===== config.mk =====
export PLATFORM = sky130hd
export DESIGN_NAME = alu_seq
export DESIGN_NICKNAME = d
export VERILOG_FILES = /design/src/rtl/alu_seq.sv
export SDC_FILE = /design/constraint.sdc
export NUM_CORES = 1
export LEC_CHECK = 0
export CAP_MARGIN = 40
export CELL_PAD_IN_SITES_DETAIL_PLACEMENT = 0
export CELL_PAD_IN_SITES_GLOBAL_PLACEMENT = 1
export CORE_MARGIN = 4
export CORE_UTILIZATION = 25
export CTS_CLUSTER_SIZE = 30
export DETAILED_ROUTE_END_ITERATION = 8
export DONT_BUFFER_PORTS = 1
export PLACE_DENSITY_LB_ADDON = 0.1
export REMOVE_ABC_BUFFERS = 1
export SLEW_MARGIN = 20
export SYNTH_ARGS = -nofsm -noshare
export SYNTH_HDL_FRONTEND = slang
export SYNTH_SLANG_ARGS = --single-unit

===== constraint.sdc =====
create_clock -name clk -period 1.7 [get_ports clk]
set_input_delay 0.425 -clock clk [delete_from_list [all_inputs] [get_ports clk]]
set_output_delay 0.425 -clock clk [all_outputs]
set_load 0.03 [all_outputs]

===== src/rtl/alu_seq.sv =====
// rtl/alu_seq.sv - registered ALU with valid/ready handshake; define ALU_MUL_EN to build the iterative multiplier
module alu_seq #(
  parameter int DataSize  = 32,
  parameter int ALUopSize = 4,
  parameter int ShAmtSize = $clog2(DataSize)
) (
  input  logic                 clk,
  input  logic                 rst,
  input  logic                 in_valid,
  output logic                 in_ready,
  input  logic [DataSize-1:0]  src1,
  input  logic [DataSize-1:0]  src2,
  input  logic [ALUopSize-1:0] OP,
  output logic                 out_valid,
  input  logic                 out_ready,
  output logic [DataSize-1:0]  alu_result,
  output logic                 Overflow,
  output logic                 busy
);

  localparam int MSB = DataSize - 1;
  localparam logic [DataSize-1:0] DW_LIMIT = DataSize'(DataSize);

  localparam logic [ALUopSize-1:0] OP_ADD  = ALUopSize'(4'b0000);
  localparam logic [ALUopSize-1:0] OP_SUB  = ALUopSize'(4'b0001);
  localparam logic [ALUopSize-1:0] OP_AND  = ALUopSize'(4'b0010);
  localparam logic [ALUopSize-1:0] OP_OR   = ALUopSize'(4'b0011);
  localparam logic [ALUopSize-1:0] OP_SLL  = ALUopSize'(4'b0100);
  localparam logic [ALUopSize-1:0] OP_ROTR = ALUopSize'(4'b0101);
  localparam logic [ALUopSize-1:0] OP_ROTL = ALUopSize'(4'b0110);
  localparam logic [ALUopSize-1:0] OP_SRL  = ALUopSize'(4'b0111);
  localparam logic [ALUopSize-1:0] OP_SRA  = ALUopSize'(4'b1000);
  localparam logic [ALUopSize-1:0] OP_XOR  = ALUopSize'(4'b1001);

  typedef enum logic [1:0] {
    S_IDLE = 2'd0,
    S_MUL  = 2'd1,
    S_DONE = 2'd2
  } state_t;

  state_t r_state;
  state_t w_state_next;
  logic   r_armed;

  logic                  w_accept;
  logic                  w_is_mul;
  logic                  w_mul_last;
  logic [DataSize-1:0]   w_sum;
  logic [DataSize-1:0]   w_diff;
  logic [ShAmtSize-1:0]  w_amt;
  logic                  w_big_sh;
  logic [2*DataSize-1:0] w_rotr_dbl;
  logic [2*DataSize-1:0] w_rotl_dbl;
  logic [DataSize-1:0]   w_alu_res;
  logic                  w_alu_ovf;

  // Ready is held low until the first clock after reset release.
  assign in_ready  = (r_state == S_IDLE) && r_armed;
  assign out_valid = (r_state == S_DONE);
  assign w_accept  = in_valid && in_ready;

  assign w_sum      = src1 + src2;
  assign w_diff     = src1 - src2;
  assign w_amt      = src2[ShAmtSize-1:0];
  assign w_big_sh   = (src2 >= DW_LIMIT);
  assign w_rotr_dbl = {src1, src1} >> w_amt;
  assign w_rotl_dbl = {src1, src1} << w_amt;

`ifdef ALU_MUL_EN
  localparam logic [ALUopSize-1:0] OP_MUL = ALUopSize'(4'b1010);

  logic [2*DataSize-1:0] r_acc;
  logic [2*DataSize-1:0] r_mcand;
  logic [DataSize-1:0]   r_mplier;
  logic [ShAmtSize-1:0]  r_cnt;
  logic [2*DataSize-1:0] w_acc_next;

  assign w_is_mul   = (OP == OP_MUL);
  assign w_acc_next = r_mplier[0] ? (r_acc + r_mcand) : r_acc;
  assign w_mul_last = (r_cnt == ShAmtSize'(DataSize - 1));
  assign busy       = (r_state == S_MUL);

  // Shift-add multiplier: one multiplier bit per cycle, LSB first.
  always_ff @(posedge clk or posedge rst) begin
    if (rst) begin
      r_acc    <= '0;
      r_mcand  <= '0;
      r_mplier <= '0;
      r_cnt    <= '0;
    end else if (w_accept && w_is_mul) begin
      r_acc    <= '0;
      r_mcand  <= {{DataSize{1'b0}}, src1};
      r_mplier <= src2;
      r_cnt    <= '0;
    end else if (r_state == S_MUL) begin
      r_acc    <= w_acc_next;
      r_mcand  <= r_mcand << 1;
      r_mplier <= r_mplier >> 1;
      r_cnt    <= r_cnt + 1'b1;
    end
  end
`else
  assign w_is_mul   = 1'b0;
  assign w_mul_last = 1'b1;
  assign busy       = 1'b0;
`endif

  // Single-cycle datapath; unknown opcodes (and MUL when not built) yield zero.
  always_comb begin
    w_alu_res = '0;
    w_alu_ovf = 1'b0;
    case (OP)
      OP_ADD: begin
        w_alu_res = w_sum;
        w_alu_ovf = (src1[MSB] == src2[MSB]) && (w_sum[MSB] != src1[MSB]);
      end
      OP_SUB: begin
        w_alu_res = w_diff;
        w_alu_ovf = (src1[MSB] != src2[MSB]) && (w_diff[MSB] != src1[MSB]);
      end
      OP_AND:  w_alu_res = src1 & src2;
      OP_OR:   w_alu_res = src1 | src2;
      OP_XOR:  w_alu_res = src1 ^ src2;
      OP_SLL:  w_alu_res = w_big_sh ? '0 : (src1 << w_amt);
      OP_SRL:  w_alu_res = w_big_sh ? '0 : (src1 >> w_amt);
      OP_SRA:  w_alu_res = w_big_sh ? {DataSize{src1[MSB]}} : DataSize'($signed(src1) >>> w_amt);
      OP_ROTR: w_alu_res = w_rotr_dbl[DataSize-1:0];
      OP_ROTL: w_alu_res = w_rotl_dbl[2*DataSize-1:DataSize];
      default: begin
        w_alu_res = '0;
        w_alu_ovf = 1'b0;
      end
    endcase
  end

  // State register plus the post-reset ready enable.
  always_ff @(posedge clk or posedge rst) begin
    if (rst) begin
      r_state <= S_IDLE;
      r_armed <= 1'b0;
    end else begin
      r_state <= w_state_next;
      r_armed <= 1'b1;
    end
  end

  // Next-state logic: IDLE -> MUL/DONE on accept, MUL -> DONE after last step, DONE -> IDLE on out_ready.
  always_comb begin
    w_state_next = r_state;
    case (r_state)
      S_IDLE: if (w_accept) w_state_next = w_is_mul ? S_MUL : S_DONE;
      S_MUL:  if (w_mul_last) w_state_next = S_DONE;
      S_DONE: if (out_ready) w_state_next = S_IDLE;
      default: w_state_next = S_IDLE;
    endcase
  end

  // Result registers: loaded on a single-cycle accept or on the final multiply step, held otherwise.
  always_ff @(posedge clk or posedge rst) begin
    if (rst) begin
      alu_result <= '0;
      Overflow   <= 1'b0;
    end else if (w_accept && !w_is_mul) begin
      alu_result <= w_alu_res;
      Overflow   <= w_alu_ovf;
    end
`ifdef ALU_MUL_EN
    else if ((r_state == S_MUL) && w_mul_last) begin
      alu_result <= w_acc_next[DataSize-1:0];
      Overflow   <= |w_acc_next[2*DataSize-1:DataSize];
    end
`endif
  end

endmodule


After elaboration in Yosys (flattened, before gate mapping)
Index checks and enable logic that the tools add are counted.
{"block": "classes", "reduce_logical": 7, "muxes": 8, "shifts": 5, "bitwise_logic": 3, "eq_ne": 17, "add_sub_neg": 2, "magnitude_cmp": 1}
{"op": "$pmux 32 s10", "n": 1}
{"op": "$mux 32", "n": 3}
{"op": "$shl 64x5->64", "n": 1}
{"op": "$shr 64x5->32", "n": 1}
{"op": "$add 32x32->32", "n": 1}
{"op": "$and 32x32->32", "n": 1}
{"op": "$ge 32x6->1 const B", "n": 1}
{"op": "$or 32x32->32", "n": 1}
{"op": "$shl 32x5->32", "n": 1}
{"op": "$shr 32x5->32", "n": 1}
{"op": "$sshr 32x5->32", "n": 1}
{"op": "$sub 32x32->32", "n": 1}
{"op": "$xor 32x32->32", "n": 1}
{"op": "$eq 4x3->1 const B", "n": 4}
{"op": "$eq 4x2->1 const B", "n": 2}
{"op": "$eq 4x4->1 const B", "n": 2}
{"op": "$pmux 2 s3", "n": 1}
{"op": "$eq 4x1->1 const B", "n": 1}
{"op": "$logic_and 1x1->1", "n": 4}
{"op": "$logic_not 4->1", "n": 1}
{"op": "$mux 2", "n": 2}
{"op": "$ne 1x1->1", "n": 3}
{"op": "$eq 2x1->1 const B", "n": 1}
{"op": "$eq 2x2->1 const B", "n": 1}
{"op": "6 further kinds", "n": 6}
{"block": "word_totals", "inputBits": 72, "out_inout_bits": 36, "reg_bits": 36, "word_cells": 47}

Logic depth before layout (Yosys ltp)
{"block": "logic_depth", "ltp_word": 5, "ltp_mapped": 15, "ltp_nobuf": 12}

Worst setup path after synthesis
No wires, ideal clock.
{"block": "synth_timing", "path_type": "in2reg", "start": "in src2[3]", "end": "reg alu_result[25]", "setup_time_ns": 0.124, "arrival_time_ns": 3.746, "slack_ns": -2.170, "cell_stages": 15, "cell_sequence": "buf_2 inv_2 buf_2 clkbuf_1 clkbuf_1 ha_1 nor2_1 o211ai_1 a2111oi_2 o21ai_1 a311oi_2 a221oi_4 o31ai_1 nor4_1 a211o_1"}
{"block": "synth_between", "elab_chain_cells": 3}
{"element": "start, declared", "line_no": "12", "rtl": "input logic [DataSize-1:0] src2,"}
{"element": "$ge 32x6->1 (tied with other cells)", "line_no": "65", "rtl": "assign w_big_sh = (src2 >= DW_LIMIT);"}
{"element": "$mux 32, on equally long branches", "line_no": "126, 124, 125"}
{"element": "$pmux 32 s10 *", "line_no": "112", "rtl": "case (OP)"}
{"element": "end signal, assigned", "line_no": "164", "rtl": "alu_result <= w_alu_res;"}
{"element": "end, declared", "line_no": "16", "rtl": "output logic [DataSize-1:0] alu_result,"}
Every way passes the cells marked *; elsewhere a longest branch is shown, timed or not.
A chain may end at the register's enable or synchronous reset.

Worst setup path after layout
{"block": "layout_timing", "start": "in src2[0]", "end": "reg alu_result[28]"}
Same word-level chain as after synthesis.

==> results.sh <==
export IMPL_p_leak_uw=0.00913
export IMPL_track_usage=0.331
export IMPL_ant_nets=0
export IMPL_avgSynthCellArea_um2=7.21
export IMPL_post_place_ws_ns=-1.89
export IMPL_tritoncts="yes"
export IMPL_hp_class="in2reg"
export IMPL_num_vias=17500
export IMPL_grt_pass1_wl_um=129000
export IMPL_post_route_min_period_ns=2.85
export IMPL_path_clk_slew_ns=0.07
export IMPL_worstSetupPathType="in2reg"
export IMPL_io_buffers=0
export IMPL_die_area_mm2=0.0538
export IMPL_dp_hpwl_um=73500
export IMPL_nFillCells=5161
export IMPL_worst_slack_ns=-1.15
export IMPL_fmax_ghz=0.351
export IMPL_syn_cell_area_mm2=0.0125
export IMPL_clk_latency_ns=0.32
export IMPL_grt_max_degree=121
export IMPL_final_cells=2998
export IMPL_end_kind="flop"
export IMPL_area_delta_synth_final_pct=66.0
export IMPL_wl_um=92700
export IMPL_fp_dieW_um=232
export IMPL_arrival_ns=3.10
export IMPL_hold_viol_final=0
export IMPL_holdWs_ns=0.211
export IMPL_die_y_um=232
export IMPL_io_pins=108
export IMPL_dp_cells=2925
export IMPL_grt_antenna_before_repair=6
export IMPL_maxCapViolations=0
export IMPL_core_mm2=0.0493
export IMPL_dr_pass1_iters=5
export IMPL_rsz0062_at_grt="true"
export IMPL_nets=2517
export IMPL_fin_crit_sh=1.68
export IMPL_slew_violations=0
export IMPL_synth_common_cells="189 x nand2_1, 160 x nor2_1, 139 x a21oi_1"
export IMPL_synth_cell_types=81
export IMPL_clockBufferDepth=2
export IMPL_antenna_cells=0
export IMPL_synthFlopType="dfrtp_1"
export IMPL_start_kind="input port"
export IMPL_drive_gt1_frac=0.461
export IMPL_violations="negative setup slack"
export IMPL_finalWeightedCongestion=1.03
export IMPL_globalRouteOverflowTotal=0
export IMPL_yosysMostFrequentCell="nand2_1"
export IMPL_ir_worst_vdd_v=0.000295
export IMPL_cts_sinks=35
export IMPL_netlist_instances=1738
export IMPL_ctsHtreeMaxLevel=2
export IMPL_post_route_drc_count=0
export IMPL_vias_per_cell=5.85
export IMPL_power_density_mw_per_mm2=434
export IMPL_wire_per_inst_um=30.9
export IMPL_cts_root_buffer="clkbuf_16"
export IMPL_skew_ns=0.00781
export IMPL_core_rowCount=81
export IMPL_seq_area_frac_synth=0.0699
export IMPL_cts_buffers=5
export IMPL_ys_top_cells_by_area="ha_1 11%, mux4_2 10%, dfrtp_1 7.0%, mux2i_1 6.8%, nand2_1 5.7%"
export IMPL_cp_max_fo=120
export IMPL_synth_top_cell_by_area="ha_1"
export IMPL_tightest_slew_ns=0.879
export IMPL_synth_ff_latch_count=35
export IMPL_grt_pass1_vias=17100
export IMPL_synth_top_cell_area_share=0.110
export IMPL_setup_viol=33
export IMPL_start_util=0.254
export IMPL_drt_iter0_markers=1873
export IMPL_synth_async_reset_ratio=1.00
export IMPL_cp_required_ns=1.95
export IMPL_ys_warn_count=0
export IMPL_slew_headroom=0.412
export IMPL_status="finished, violations left"
export IMPL_synth_edf_count=0
## flip-flops by register name (all words and copies together) (netlist names)
| signal | flops |
|---|---|
| r_armed | 1 |
| alu_result | 32 |
| r_state | 1 |
| Overflow | 1 |
## per-layer routing
layer  up-vias  GRT usage  share of wire
met4         0      0.113          0.041
met2       900      0.525           0.44
met3       139     0.0534          0.081
met1      8755      0.458           0.43
li1       7750          -              -
met5         -          0              0
## layout make-up
class / count / area, um^2 / area share
Multi-Input combinational cell: 1455 / 12300 / 0.591
Timing Repair Buffer: 730 / 6150 / 0.296
Clock buffer: 8 / 156 / 0.00752
Tap cell: 664 / 831 / 0.0399
Inverter: 106 / 485 / 0.0233
Sequential cell: 35 / 876 / 0.0421
## cell usage in the layout (no fill, tap or decap), types with 27 or more instances in the layout
master,n
nand3_1,28
ha_1,97
inv_1,94
buf_6,38
mux2i_1,73
o22ai_1,27
o21ai_1,34
buf_4,649
a21oi_1,104
a21oi_2,27
o21ai_0,84
nand2_1,176
nor3_1,30
nor2_1,150
mux4_2,56
o211ai_1,36
dfrtp_1,35
buf_12,30
## path summary, 6_finish.rpt
path                                 from             end  slack [ns]  cells after the start
max in group asynchronous             rst   alu_result[9]        0.62                      3
hold reg to reg            alu_result[12]  alu_result[12]        0.58                      2
min in group asynchronous             rst  alu_result[19]        0.55                      2
setup reg to reg               r_state[1]  alu_result[25]       -0.91                     10
hold / removal                  out_ready      r_state[1]        0.21                      1
setup / recovery                  src2[0]  alu_result[28]       -1.15                     12
## metrics by stage
stage	cell area, um^2	power, uW	util	setup TNS, ns
after floorplan	11900	3710	-	-68.56
after global placement	18000	6850	0.366	-50.92
after detailed placement	18000	6820	0.366	-50.59
after CTS	20100	8630	0.407	-27.80
after global routing	20800	9390	0.422	-29.88
final	20800	9020	0.422	-27.99
## repair_timing
item | 4_1_cts | 5_1_grt
cloned | 3 | 0
endpoints found under the hold margin | 12 | 0
resized for setup | 333 | 121
setup buffers | 44 | 33
pin swaps | 126 | 93
hold buffers | 1 | 0
endpoints found under the setup margin | 33 | 33
## worst max-delay path, cell delays in order
cell       delay (ns)
ha_4             0.18
fa_2             0.26
o21bai_4         0.08
nand3_4          0.11
nand4_1          0.18
a2111oi_4        0.49
nor3_4           0.08
a221o_1          0.38
buf_6            0.14
a311o_1          0.30
o221a_2          0.30
o21ai_1          0.12
## power by group
group | internal, uW | switching [uW]
Clock | 629 | 507
Combinational | 3210 | 3480
Sequential | 934 | 266
Total | 4770 | 4250
## kinds of logic after synthesis
kind of cell / Yosys count / synth area share
flops: 35 / 0.0699
compound gates: 633 / 0.339
other cells: 2 / 0.000599
xor+xnor: 15 / 0.0105
simple gates: 516 / 0.183
fa+ha+maj: 112 / 0.113
mux: 177 / 0.201
buf+inv: 248 / 0.0831
(Power assumes the default switching activity.)
==> variant: new RTL, config.mk and constraints unchanged <==
`DataSize`: 32 -> 64.
--- a/src/rtl/alu_seq.sv
+++ b/src/rtl/alu_seq.sv
@@ -2,3 +2,3 @@
 module alu_seq #(
-  parameter int DataSize  = 32,
+  parameter int DataSize  = 64,
   parameter int ALUopSize = 4,
Interface: changed (resized alu_result, src1 and src2); port bits go from 108 to 204. No check against the original RTL was run, so the function may have changed too.
==> variant against the unedited design <==
The flow still finishes with violations (negative setup slack). First-iteration DRC count rose to 2.6 times the old value. Routed wire length grew to 2.8 times the old value. Cell area up 130%. Fmax decreased by 13%. Worst hold slack worse by 120 ps. Global-route usage is 8.9 points higher. Total power increased to 2.5 times the old value. Synthesized area rose by 120%. Worst setup slack got worse by 420 ps. Utilization increased by 1.3 points. Sequential cell count rose by 32. Critical path depth increased by 3. Sequential share of layout area fell by 0.74 points. Clock skew increased by 34 ps. Critical endpoint is now alu_result[62]$_DFFE_PP0P_.
==> variant: results (changes against the unedited design) <==
Route
  • Met3 WL: 24.8 mm (+230%)
  • WL met1: 106 mm (+160%)
  • Met2 Wirelength: 108 mm (+160%)
  • Pre-Repair DR Iteration Count: 6 (+1)
  • Routed length per instance: 37.6 um (+22%)
  • Uppermost layer routed: met5

Critical path
  • Crit-path max FO: 196 (+63%)
  • Worst-case reg-to-reg path depth: 11 (+1)
  • Reg-to-Reg End: alu_result[61]$_DFFE_PP0P_
  • Setup slack on the worst flop-to-flop path: -1220 ps (-310 ps)

Clock network
  • CTS buffer count: 9 (+4)
  • # H-tree levels: 3 (+1)
  • Clk_lat worst skew: 470 ps (+150 ps)

Logic synthesis
  • Post-synthesis sequential area ratio: 0.0598 (-0.0101)
  • Yosys top cell area share: 0.116 (+0.00660)
  • Post-synth cell types: 103 (+27%)
  • Mean Syn Cell Area: 7.22 um^2 (about the same)
  • Commonest cells in the netlist: nand2_1 (433), nor2_1 (429), a21oi_1 (312), o21ai_0 (263), clkbuf_1 (231)
  • Synth area leaders: mux4_2 (12%), ha_1 (9.6%), mux2i_1 (6.4%)

Timing
  • Max transition margin: 0.426 (+0.0143)
  • Clock Skew: 42.3 ps (+34.5 ps)
  • Final setup viols: 65 (+97%)
  • Setup ws final: -1570 ps (-418 ps)

Layout
  • FILL cells: 11579 (+120%)
  • Max FFs per register: 64 (+100%)
  • Fin nets: 5674 (+130%)
  • Layout cells sized above 1: 0.490 (+0.0293)

Power
  • Pleak: 21.2 nW (+130%)

Global routing
  • Overall global routing resource usage: 0.420 (+0.0888)
  • Largest net degree at the start of global routing: 205 (+69%)
  • Vias in the first global route: 39784 (+130%)
  • Initial antenna violation count: 15 (+9)
  • First-pass GRT wire length: 343 mm (+170%)

Run status
  • Outcome: complete, but fails checks
  • Failing checks: negative setup slack

Place
  • Inst Count DP: 6630 (+130%)
  • Placer Congestion: 1.05 (+2.1%)
variant: changes by cell type after synthesis, sizes merged, moves of 89 or more:
cell / before / now
a21oi: 142 / 313
clkbuf: 86 / 232
ha: 110 / 215
inv: 103 / 192
mux2i: 85 / 182
mux4: 56 / 161
nand2: 189 / 434
nor2: 160 / 433
o21ai: 147 / 280
variant: worst min-delay path by stage:
stage	slack [ps]	cells past startpoint	endpoint
after floorplan	520	1	r_state[1]$_DFFE_PP0P_
after global placement	370	2	alu_result[40]$_DFFE_PP0P_
after detailed placement	380	2	alu_result[40]$_DFFE_PP0P_
after CTS	60	1	r_state[1]$_DFFE_PP0P_
after global routing	110	1	r_state[1]$_DFFE_PP0P_
final	90	1	r_state[1]$_DFFE_PP0P_
variant: critical path: stages:
cell and delay [ps]:
clkinv_16 80, ha_4 310, buf_12 140, nor2b_4 210
o21bai_4 120, a21oi_4 140, o31a_1 250, a31oi_1 120
buf_4 190, a311oi_4 260, buf_12 160, nand4_1 230
a32o_2 330, mux2i_1 120, a2111o_1 340
variant: per-layer routing:
layer	track usage	vias to the layer above
met1	0.548	20720
met3	0.107	519
met5	0	-
met4	0.235	2
li1	-	17628
met2	0.629	2289
variant: final cells by class:
class                      count  area share
multi-input combinational   3262       0.586
timing repair buffer        1788       0.317
sequential                    67      0.0347
clock buffer                  12     0.00510
antenna                        8    0.000414
clock inverter                 4     0.00104
inverter                     193      0.0171
tap                         1488      0.0385
variant: power breakdown:
part,internal [W],switching (W),leakage [nW],total (W)
Combinational,0.00801,0.00950,20.2,0.0175
Sequential,0.00185,0.000725,0.879,0.00257
Clock,0.00118,0.00132,0.139,0.00251
Total,0.0110,0.0115,21.2,0.0226
variant: kinds of logic (layout without fill, tap and decap cells):
family | count (synthesis) | count (layout) | synth area share
xor gates and xnor gates | 38 | 38 | 0.0119
DFF | 67 | 67 | 0.0598
adders and majority gates | 217 | 217 | 0.0973
buffers and inverters | 559 | 1997 | 0.0863
other | 2 | 10 | 0.000268
AOI/OAI and AO/OA | 1351 | 1351 | 0.324
and+or+nand+nor | 1256 | 1256 | 0.201
muxes | 398 | 398 | 0.219
variant: what timing repair did:
action	CTS	global route
cloned	6	3
resized for setup	854	276
pin swaps	222	200
setup buffers	124	86
endpoints found under the hold margin	67	0
hold buffers	1	0
endpoints found under the setup margin	67	66
variant: stage by stage:
stage	power [W]	setup TNS, ps	cell area [um^2]	hold slack (ps)	setup WS, ps
3_3_place_gp	0.0175	-139110	41200	373	-2900
4_1_cts	0.0215	-75370	46400	64.9	-1450
5_1_grt	0.0232	-82060	48300	105	-1610
3_5_place_dp	0.0174	-138820	41200	376	-2760
6_report	0.0226	-81720	48300	88.9	-1570
2_1_floorplan	0.00848	-265720	26400	521	-4150
